<file path="src/rtl/tff_pkg.sv">
// Shared definitions for the T-flip-flop counter bank: operating mode encodings.
package tff_pkg;

    typedef enum logic [1:0] {
        MODE_TOGGLE = 2'b00,
        MODE_UP     = 2'b01,
        MODE_DOWN   = 2'b10,
        MODE_LOAD   = 2'b11
    } mode_t;

endpackage : tff_pkg

</file>
<file path="src/rtl/tff_cell.sv">
// Single T-type flip-flop: toggles on a rising clock edge when t is high, clears under reset.
module tff_cell (
    input  logic clk,
    input  logic reset,
    input  logic t,
    output logic q
);

    logic q_reg;

    always_ff @(posedge clk or negedge reset) begin
        if (!reset) begin
            q_reg <= 1'b0;
        end else begin
            q_reg <= q_reg ^ t;
        end
    end

    assign q = q_reg;

endmodule : tff_cell

</file>
<file path="src/rtl/tff_counter_bank.sv">
// Multi-mode bank of T flip-flops: per-bit toggle, up/down count with modulus and wrap/saturate, clamped load.
module tff_counter_bank
    import tff_pkg::*;
#(
    parameter int unsigned      WIDTH    = 8,
    parameter logic [WIDTH-1:0] MAX_VAL  = {WIDTH{1'b1}},
    parameter int unsigned      SATURATE = 0
) (
    input  logic             clk,
    input  logic             reset,
    input  logic             en,
    input  logic [1:0]       mode,
    input  logic [WIDTH-1:0] t,
    output logic [WIDTH-1:0] q,
    output logic             tc
);

    mode_t            mode_s;
    logic [WIDTH-1:0] q_cells;
    logic [WIDTH-1:0] inc_tv;
    logic [WIDTH-1:0] dec_tv;
    logic [WIDTH-1:0] tv_next;
    logic             tc_next;
    logic             tc_reg;

    assign mode_s = mode_t'(mode);

    // Ripple-free carry/borrow: a bit flips when every lower bit is all-ones (up) or all-zeros (down).
    generate
        for (genvar gi = 0; gi < int'(WIDTH); gi++) begin : g_bit
            if (gi == 0) begin : g_lsb
                assign inc_tv[gi] = 1'b1;
                assign dec_tv[gi] = 1'b1;
            end else begin : g_upper
                assign inc_tv[gi] = &q_cells[gi-1:0];
                assign dec_tv[gi] = ~|q_cells[gi-1:0];
            end

            tff_cell u_cell (
                .clk   (clk),
                .reset (reset),
                .t     (tv_next[gi]),
                .q     (q_cells[gi])
            );
        end
    endgenerate

    always_comb begin
        tv_next = '0;
        tc_next = 1'b0;
        if (en) begin
            case (mode_s)
                MODE_TOGGLE: tv_next = t;
                MODE_UP: begin
                    if (q_cells < MAX_VAL) begin
                        tv_next = inc_tv;
                    end else begin
                        // Out-of-range values left by TOGGLE count as sitting at the limit.
                        tv_next = q_cells ^ ((SATURATE != 0) ? MAX_VAL : '0);
                        tc_next = 1'b1;
                    end
                end
                MODE_DOWN: begin
                    if (q_cells == '0) begin
                        tv_next = q_cells ^ ((SATURATE != 0) ? '0 : MAX_VAL);
                        tc_next = 1'b1;
                    end else if (q_cells > MAX_VAL) begin
                        tv_next = q_cells ^ MAX_VAL;
                    end else begin
                        tv_next = dec_tv;
                    end
                end
                MODE_LOAD: tv_next = q_cells ^ ((t > MAX_VAL) ? MAX_VAL : t);
                default:   tv_next = '0;
            endcase
        end
    end

    always_ff @(posedge clk or negedge reset) begin
        if (!reset) begin
            tc_reg <= 1'b0;
        end else begin
            tc_reg <= tc_next;
        end
    end

    assign q  = q_cells;
    assign tc = tc_reg;

endmodule : tff_counter_bank

</file>
<file path="config.mk">
export PLATFORM = sky130hd
export DESIGN_NAME = tff_counter_bank
export DESIGN_NICKNAME = d
export VERILOG_FILES = /design/src/rtl/tff_pkg.sv /design/src/rtl/tff_cell.sv /design/src/rtl/tff_counter_bank.sv
export SDC_FILE = /design/constraint.sdc
export NUM_CORES = 1
export LEC_CHECK = 0
export ABC_AREA = 1
export BUFFER_PORTS_ARGS = -buffer_cell sky130_fd_sc_hd__buf_4
export CAP_MARGIN = 20
export CORE_MARGIN = 2
export CORE_UTILIZATION = 50
export DETAILED_ROUTE_END_ITERATION = 12
export GPL_TIMING_DRIVEN = 1
export PLACE_DENSITY = 0.76
export SLEW_MARGIN = 10
export SYNTH_ARGS = -nofsm -noshare
export SYNTH_HDL_FRONTEND = slang
export SYNTH_SLANG_ARGS = --single-unit
</file>
<file path="constraint.sdc">
create_clock -name clk -period 2.4 [get_ports clk]
set_input_delay 0.12 -clock clk [delete_from_list [all_inputs] [get_ports clk]]
set_output_delay 0.12 -clock clk [all_outputs]
set_load 0.02 [all_outputs]
</file>
==> metrics.txt, run 1 <==
PD cells 900 nW/um2; Leak Pwr 0.000577 uW; initial antenna violation count 0; Final Hold Vio Count 0; area of the mapped netlist 883 um2; Area after DPL 997 um2; CTS tree yes; cell count after synthesis 145; syn avg cell area 6.09 um2; Mapped Nets 162; Clock Latency Late Sink 0.27 ns; DR vias 960; Layout Nets 180; period utilisation layout 0.588; worst-path cell chain nor2_1, nand3_1, inv_1, nand4_1, nand2_1, nand2_1, nand2_1, nand2_1; largest net degree at the start of global routing 12; most frequent cells in the layout nand2_1, inv_1, buf_4, nor2_1, nand3_1; CP Capture Type register; kind of critical path reg2reg; WP data arrival 1.57 ns; clock buffer depth 2; Final Max Tran Viols 0; first-pass GRT wire length 3.20 mm; Core Rows 15; layout cell share with drive strength beyond 1 0.154; DRC 0; CP max stage cell dfrtp_1; met2 GRT Util 0.339; postcts setup bufs 0; Initial DRT Pass Iterations 4; f_max 709 MHz; area delta synth->final 17.0%; yosys warns 0; GRT Util Overall 0.212; sequential share of the synthesized area 0.255; Clk pin slew, worst setup/hold paths 0.07 ns; layer with the highest usage met2; Core Box Area 1690 um2; die area 2120 um2; initial detailed-routing violation count 20; Worst Tran Pin Value 0.351 ns; TritonCTS buffer count 3; vias in the first global route 763; total grt overflow 0; antenna cells 0; fillers 169; Initial Util 0.523; cts repair resizes 0; Final Skew 0.00530 ns; RePlAce Congestion 0.858; RSZ-0062 raised after global routing false; Hold Path Class in2reg; CTS root buf clkbuf_4; clock tree sinks 9; Hold WS 0.113 ns; critical path's largest stage delay 0.44 ns; Required @ worst endpoint 2.56 ns; total negative slack 0 ns; Cell variety after synth 18; antenna viol nets, final 0; final setup fails 0; CP Launch Type register; fin area 1030 um2; status finished, final reports clean; Post-DP HPWL 1.60 mm; met1 Resource Use GR 0.279; Die H 46.0 um; wire per inst 11.7 um; Die Wd 46.0 um; max_slew headroom 0.766; Global Route met3 Usage 0.0238; most used cell, CP nand2_1; clock period minus worst slack 1.41 ns; MaxCap Viol Count 0; I/O pin total 22; register bit total from synthesis 9; most common cell after layout, fill and taps aside nand2_1; final wirelength 2.10 mm; H-tree depth 1; Crit Path Max Fanout 7; max reg flops 8; post-DR vias/cell 5.36; # port buffers 21; Worst VDD drop 391 uV
==> logic make-up (layout without fill, tap and decap cells) <==
family	count (synthesis)	in the layout	synth area share
XOR/XNOR	2	2	0.0198
buffers and inverters	31	48	0.167
adder cells (fa/ha/maj)	4	4	0.0567
AND/OR/NAND/NOR	82	82	0.391
AO/OA/AOI/OAI	17	17	0.110
flip-flops	9	9	0.255
==> power breakdown <==
| group | switching, uW | internal, uW |
|---|---|---|
| clock | 59.1 | 64.4 |
| combinational | 293 | 188 |
| sequential | 109 | 217 |
| total | 461 | 469 |
==> worst max-delay path, delay by kind of cell (launching register included) <==
kind                   cells  cell delay, ns
buffers and inverters      1            0.10
and+or+nand+nor            7            0.76
DFF                        1            0.44
==> layer usage <==
| metal | wire length [um] | vias to the layer above |
|---|---|---|
| met4 | 20 | 0 |
| met2 | 1000 | 31 |
| met5 | 0 | - |
| li1 | - | 493 |
| met3 | 103 | 3 |
| met1 | 970 | 433 |
==> Yosys cell counts <==
library cell / count / area [um2]
o211ai_1: 1 / 7.51
nand4_1: 5 / 31.3
o22ai_1: 2 / 12.5
nand2_1: 43 / 161
ha_1: 4 / 50.1
o21ai_0: 5 / 25.0
o2111ai_1: 1 / 8.76
nand3b_1: 1 / 7.51
nor2_1: 17 / 63.8
buf_4: 8 / 60.1
buf_2: 1 / 5.00
xor2_1: 2 / 17.5
inv_1: 22 / 82.6
nand3_1: 15 / 75.1
dfrtp_1: 9 / 225
a21oi_1: 7 / 35.0
nor2_2: 1 / 6.26
o221ai_1: 1 / 8.76
==> final timing paths <==
kind / cells after the start / start / slack, ns / to
max in group asynchronous: 2 / reset / 2.05 / g_bit[7].u_cell.q
min in group asynchronous: 2 / reset / 0.21 / g_bit[2].u_cell.q
max: 8 / g_bit[0].u_cell.q / 0.99 / g_bit[7].u_cell.q
min: 3 / en / 0.11 / tc
max reg2reg: 8 / g_bit[0].u_cell.q / 0.99 / g_bit[7].u_cell.q
min reg2reg: 2 / g_bit[7].u_cell.q / 0.60 / g_bit[7].u_cell.q
==> area by class of cell <==
class	instances	area, um2	share of cell area
inverter	22	82.6	0.0799
timing repair buffer	22	168	0.162
multi-input combinational	105	510	0.494
clock buffer	4	26.3	0.0254
sequential	9	225	0.218
tap	17	21.3	0.0206
==> metrics by stage <==
| step | power [uW] | std cells | util | worst slack (ns) |
|---|---|---|---|---|
| 5_1_grt | 1010 | 179 | 0.612 | 0.854 |
| 4_1_cts | 930 | 179 | 0.612 | 1.01 |
| 6_report | 930 | 179 | 0.612 | 0.989 |
| 3_5_place_dp | 804 | 174 | 0.590 | 0.947 |
| 3_3_place_gp | 788 | 174 | 0.590 | 1.02 |
| 2_1_floorplan | 703 | 145 | - | 1.20 |
==> repair_timing <==
| action | CTS | global route |
|---|---|---|
| hold buffers | 1 | 0 |
| endpoints found under the setup margin | 0 | 0 |
| hold endpoints to repair | 9 | 0 |
(Power assumes the default switching activity.)
==> run 2: changes to the inputs <==
--- a/config.mk
+++ b/config.mk
@@ -9,10 +9,10 @@
 export BUFFER_PORTS_ARGS = -buffer_cell sky130_fd_sc_hd__buf_4
 export CAP_MARGIN = 20
 export CORE_MARGIN = 2
-export CORE_UTILIZATION = 50
+export CORE_UTILIZATION = 47
 export DETAILED_ROUTE_END_ITERATION = 12
 export GPL_TIMING_DRIVEN = 1
-export PLACE_DENSITY = 0.76
+export PLACE_DENSITY = 0.75
 export SLEW_MARGIN = 10
 export SYNTH_ARGS = -nofsm -noshare
 export SYNTH_HDL_FRONTEND = slang
==> constraint.sdc (replaced) <==
create_clock -name clk -period 1.25 [get_ports clk]
set_input_delay 0.0625 -clock clk [delete_from_list [all_inputs] [get_ports clk]]
set_output_delay 0.0625 -clock clk [all_outputs]
set_load 0.02 [all_outputs]
==> run 2 against run 1 <==
  * The run now ends with negative setup slack left
  * Critical endpoint is now g_bit[5].u_cell.q
  * Non-clock buffer count up 12
  * Final area up 15%
  * Clock skew about the same
  * Die area up 5.8%
==> metrics.txt, run 2 (synthesis gave the netlist of run 1 again) <==
layout cell share with drive strength beyond 1 0.305 (+0.150); HP Start en; FF-to-FF path depth 9 (+1); failing checks negative setup slack; Leak Pwr 0.000635 uW (+10%); WP data arrival 1.42 ns (-0.15 ns); vias in the first global route 836 (+9.6%); Final Hold Vio Count 0 (unchanged); worst hold endpoint tc; Clk pin slew, worst setup/hold paths 0.07 ns (about the same); max reg flops 8 (unchanged); first-pass GRT wire length 3.39 mm (+6.0%); max_slew headroom 0.799 (+0.0326); fillers 157 (-7.1%); post-DR vias/cell 5.18 (-3.5%); Core Rows 15 (unchanged); Initial DRT Pass Iterations 7 (+3); die area 2240 um2 (+5.8%); H-tree depth 1 (unchanged); final wirelength 2.34 mm (+12%); fin util 0.682 (+0.0699); period utilisation layout 1.01 (+0.425); Worst VDD drop 827 uV (+110%); MaxCap Viol Count 0 (unchanged); Hold WS 0.0556 ns (-0.0571 ns); antenna viol nets, final 0 (unchanged); Initial Util 0.506 (-0.0169); CTS root buf clkbuf_4; kind of critical path reg2reg; Die H 47.4 um (+2.9%); clock buffer depth 2 (unchanged); Required @ worst endpoint 1.41 ns (-1.15 ns); Critical R2R Launch g_bit[3].u_cell.q; Hold Path Class in2reg; Pwr Total 2100 uW (+130%); most frequent cells in the layout nand2_1, buf_4, inv_1, nor2_1, nand3_1; r2r endpoint g_bit[5].u_cell.q; largest net degree at the start of global routing 10 (-2); Final Max Tran Viols 0 (unchanged); DRC 0 (unchanged); Core Box Area 1750 um2 (+3.3%); DR vias 1030 (+7.3%); Die Wd 47.4 um (+2.9%); CP Launch Type register; CTS tree yes; hold path depth 3 (unchanged); RePlAce Congestion 0.831 (-3.2%); CP Capture Type register; wire per inst 11.8 um (+0.60%); f_max 790 MHz (+11%); most common cell after layout, fill and taps aside nand2_1; status finished, violations left; Setup WS pre-CTS -0.0128 ns (-0.960 ns); Worst Tran Pin Value 0.302 ns (-0.0486 ns); I/O pin total 22 (unchanged); area delta synth->final 34.7%; antenna cells 0 (unchanged); clock period minus worst slack 1.27 ns (-0.145 ns); Reg2Reg Setup Slack -0.02 ns (-1.00 ns); clock tree sinks 9 (unchanged); total grt overflow 0 (unchanged); PD cells 1760 nW/um2 (+96%); Crit Path Max Fanout 3 (-4); initial detailed-routing violation count 13 (-35%); Post-DP HPWL 1.66 mm (+3.4%); # port buffers 21 (unchanged); initial antenna violation count 0 (unchanged); RSZ-0062 raised after global routing true; final setup fails 1 (+1); Clock Latency Late Sink 0.26 ns (about the same); crit path setup slack, layout -0.0159 ns (-1.00 ns); Layout Nets 192 (+6.7%); Final Skew 0.00545 ns (+0.000155 ns); GRT Util Overall 0.212 (+0.000403); TritonCTS buffer count 3 (unchanged)
[run 2: cell count changes in the layout (fill, tap and decap cells not counted), sizes merged]
cell,delta
buf,+12
[run 2: worst max-delay path: stages (launching register included)]
cell     delay (ns)
dfrtp_1        0.42
nor2_2         0.17
buf_4          0.13
nand4_1        0.10
nand2_1        0.08
nor2_1         0.04
nand2_1        0.07
nand2_1        0.05
nand2_1        0.05
nand2_1        0.04
[run 2: layout make-up]
cell class / instances / area (um2) / area share
Clock buffer: 4 / 26.3 / 0.0221
Inverter: 22 / 82.6 / 0.0694
Multi-Input combinational cell: 105 / 556 / 0.467
Sequential cell: 9 / 229 / 0.192
Tap cell: 25 / 31.3 / 0.0263
Timing Repair Buffer: 34 / 265 / 0.223
[run 2: per-layer routing]
metal  part of all wire  vias to the layer above  routed length [um]  track usage
met2               0.53                       43                1240        0.384
met5                  0                        -                   0            0
li1                   -                      520                   -            -
met4              0.012                        0                  28       0.0667
met1               0.40                      463                 930        0.260
met3              0.063                        4                 147       0.0231
[run 2: metrics by stage]
stage	std cells	setup TNS (ns)	instance area, um2
after floorplan	145	0	883
after global placement	190	0	1070
after detailed placement	190	-0.0203	1070
after CTS	195	0	1110
after global routing	199	-0.434	1190
final	199	-0.0159	1190
[run 2: repair_timing]
item | 4_1_cts | 5_1_grt
pin swaps | 0 | 7
endpoints found under the hold margin | 9 | 0
hold buffers | 1 | 0
endpoints found under the setup margin | 1 | 8
buffers inserted | 0 | 4
resized for setup | 1 | 21
[run 2: how the worst max path moves through the flow]
| stage | cells past startpoint | start | slack [ns] | to |
|---|---|---|---|---|
| final | 9 | g_bit[3].u_cell.q | -0.02 | g_bit[5].u_cell.q |
| after global routing | 9 | g_bit[0].u_cell.q | -0.1 | g_bit[5].u_cell.q |
| after CTS | 8 | g_bit[2].u_cell.q | 0.007 | g_bit[7].u_cell.q |
| after detailed placement | 8 | g_bit[0].u_cell.q | -0.01 | g_bit[7].u_cell.q |
| after global placement | 8 | g_bit[0].u_cell.q | 0.03 | g_bit[7].u_cell.q |
| after floorplan | 8 | g_bit[0].u_cell.q | 0.05 | g_bit[7].u_cell.q |
[run 2: power by group]
| part | internal [uW] | switching (uW) | total [uW] |
|---|---|---|---|
| combinational | 536 | 691 | 1230 |
| sequential | 426 | 206 | 632 |
| clock | 123 | 117 | 241 |
| total | 1090 | 1010 | 2100 |
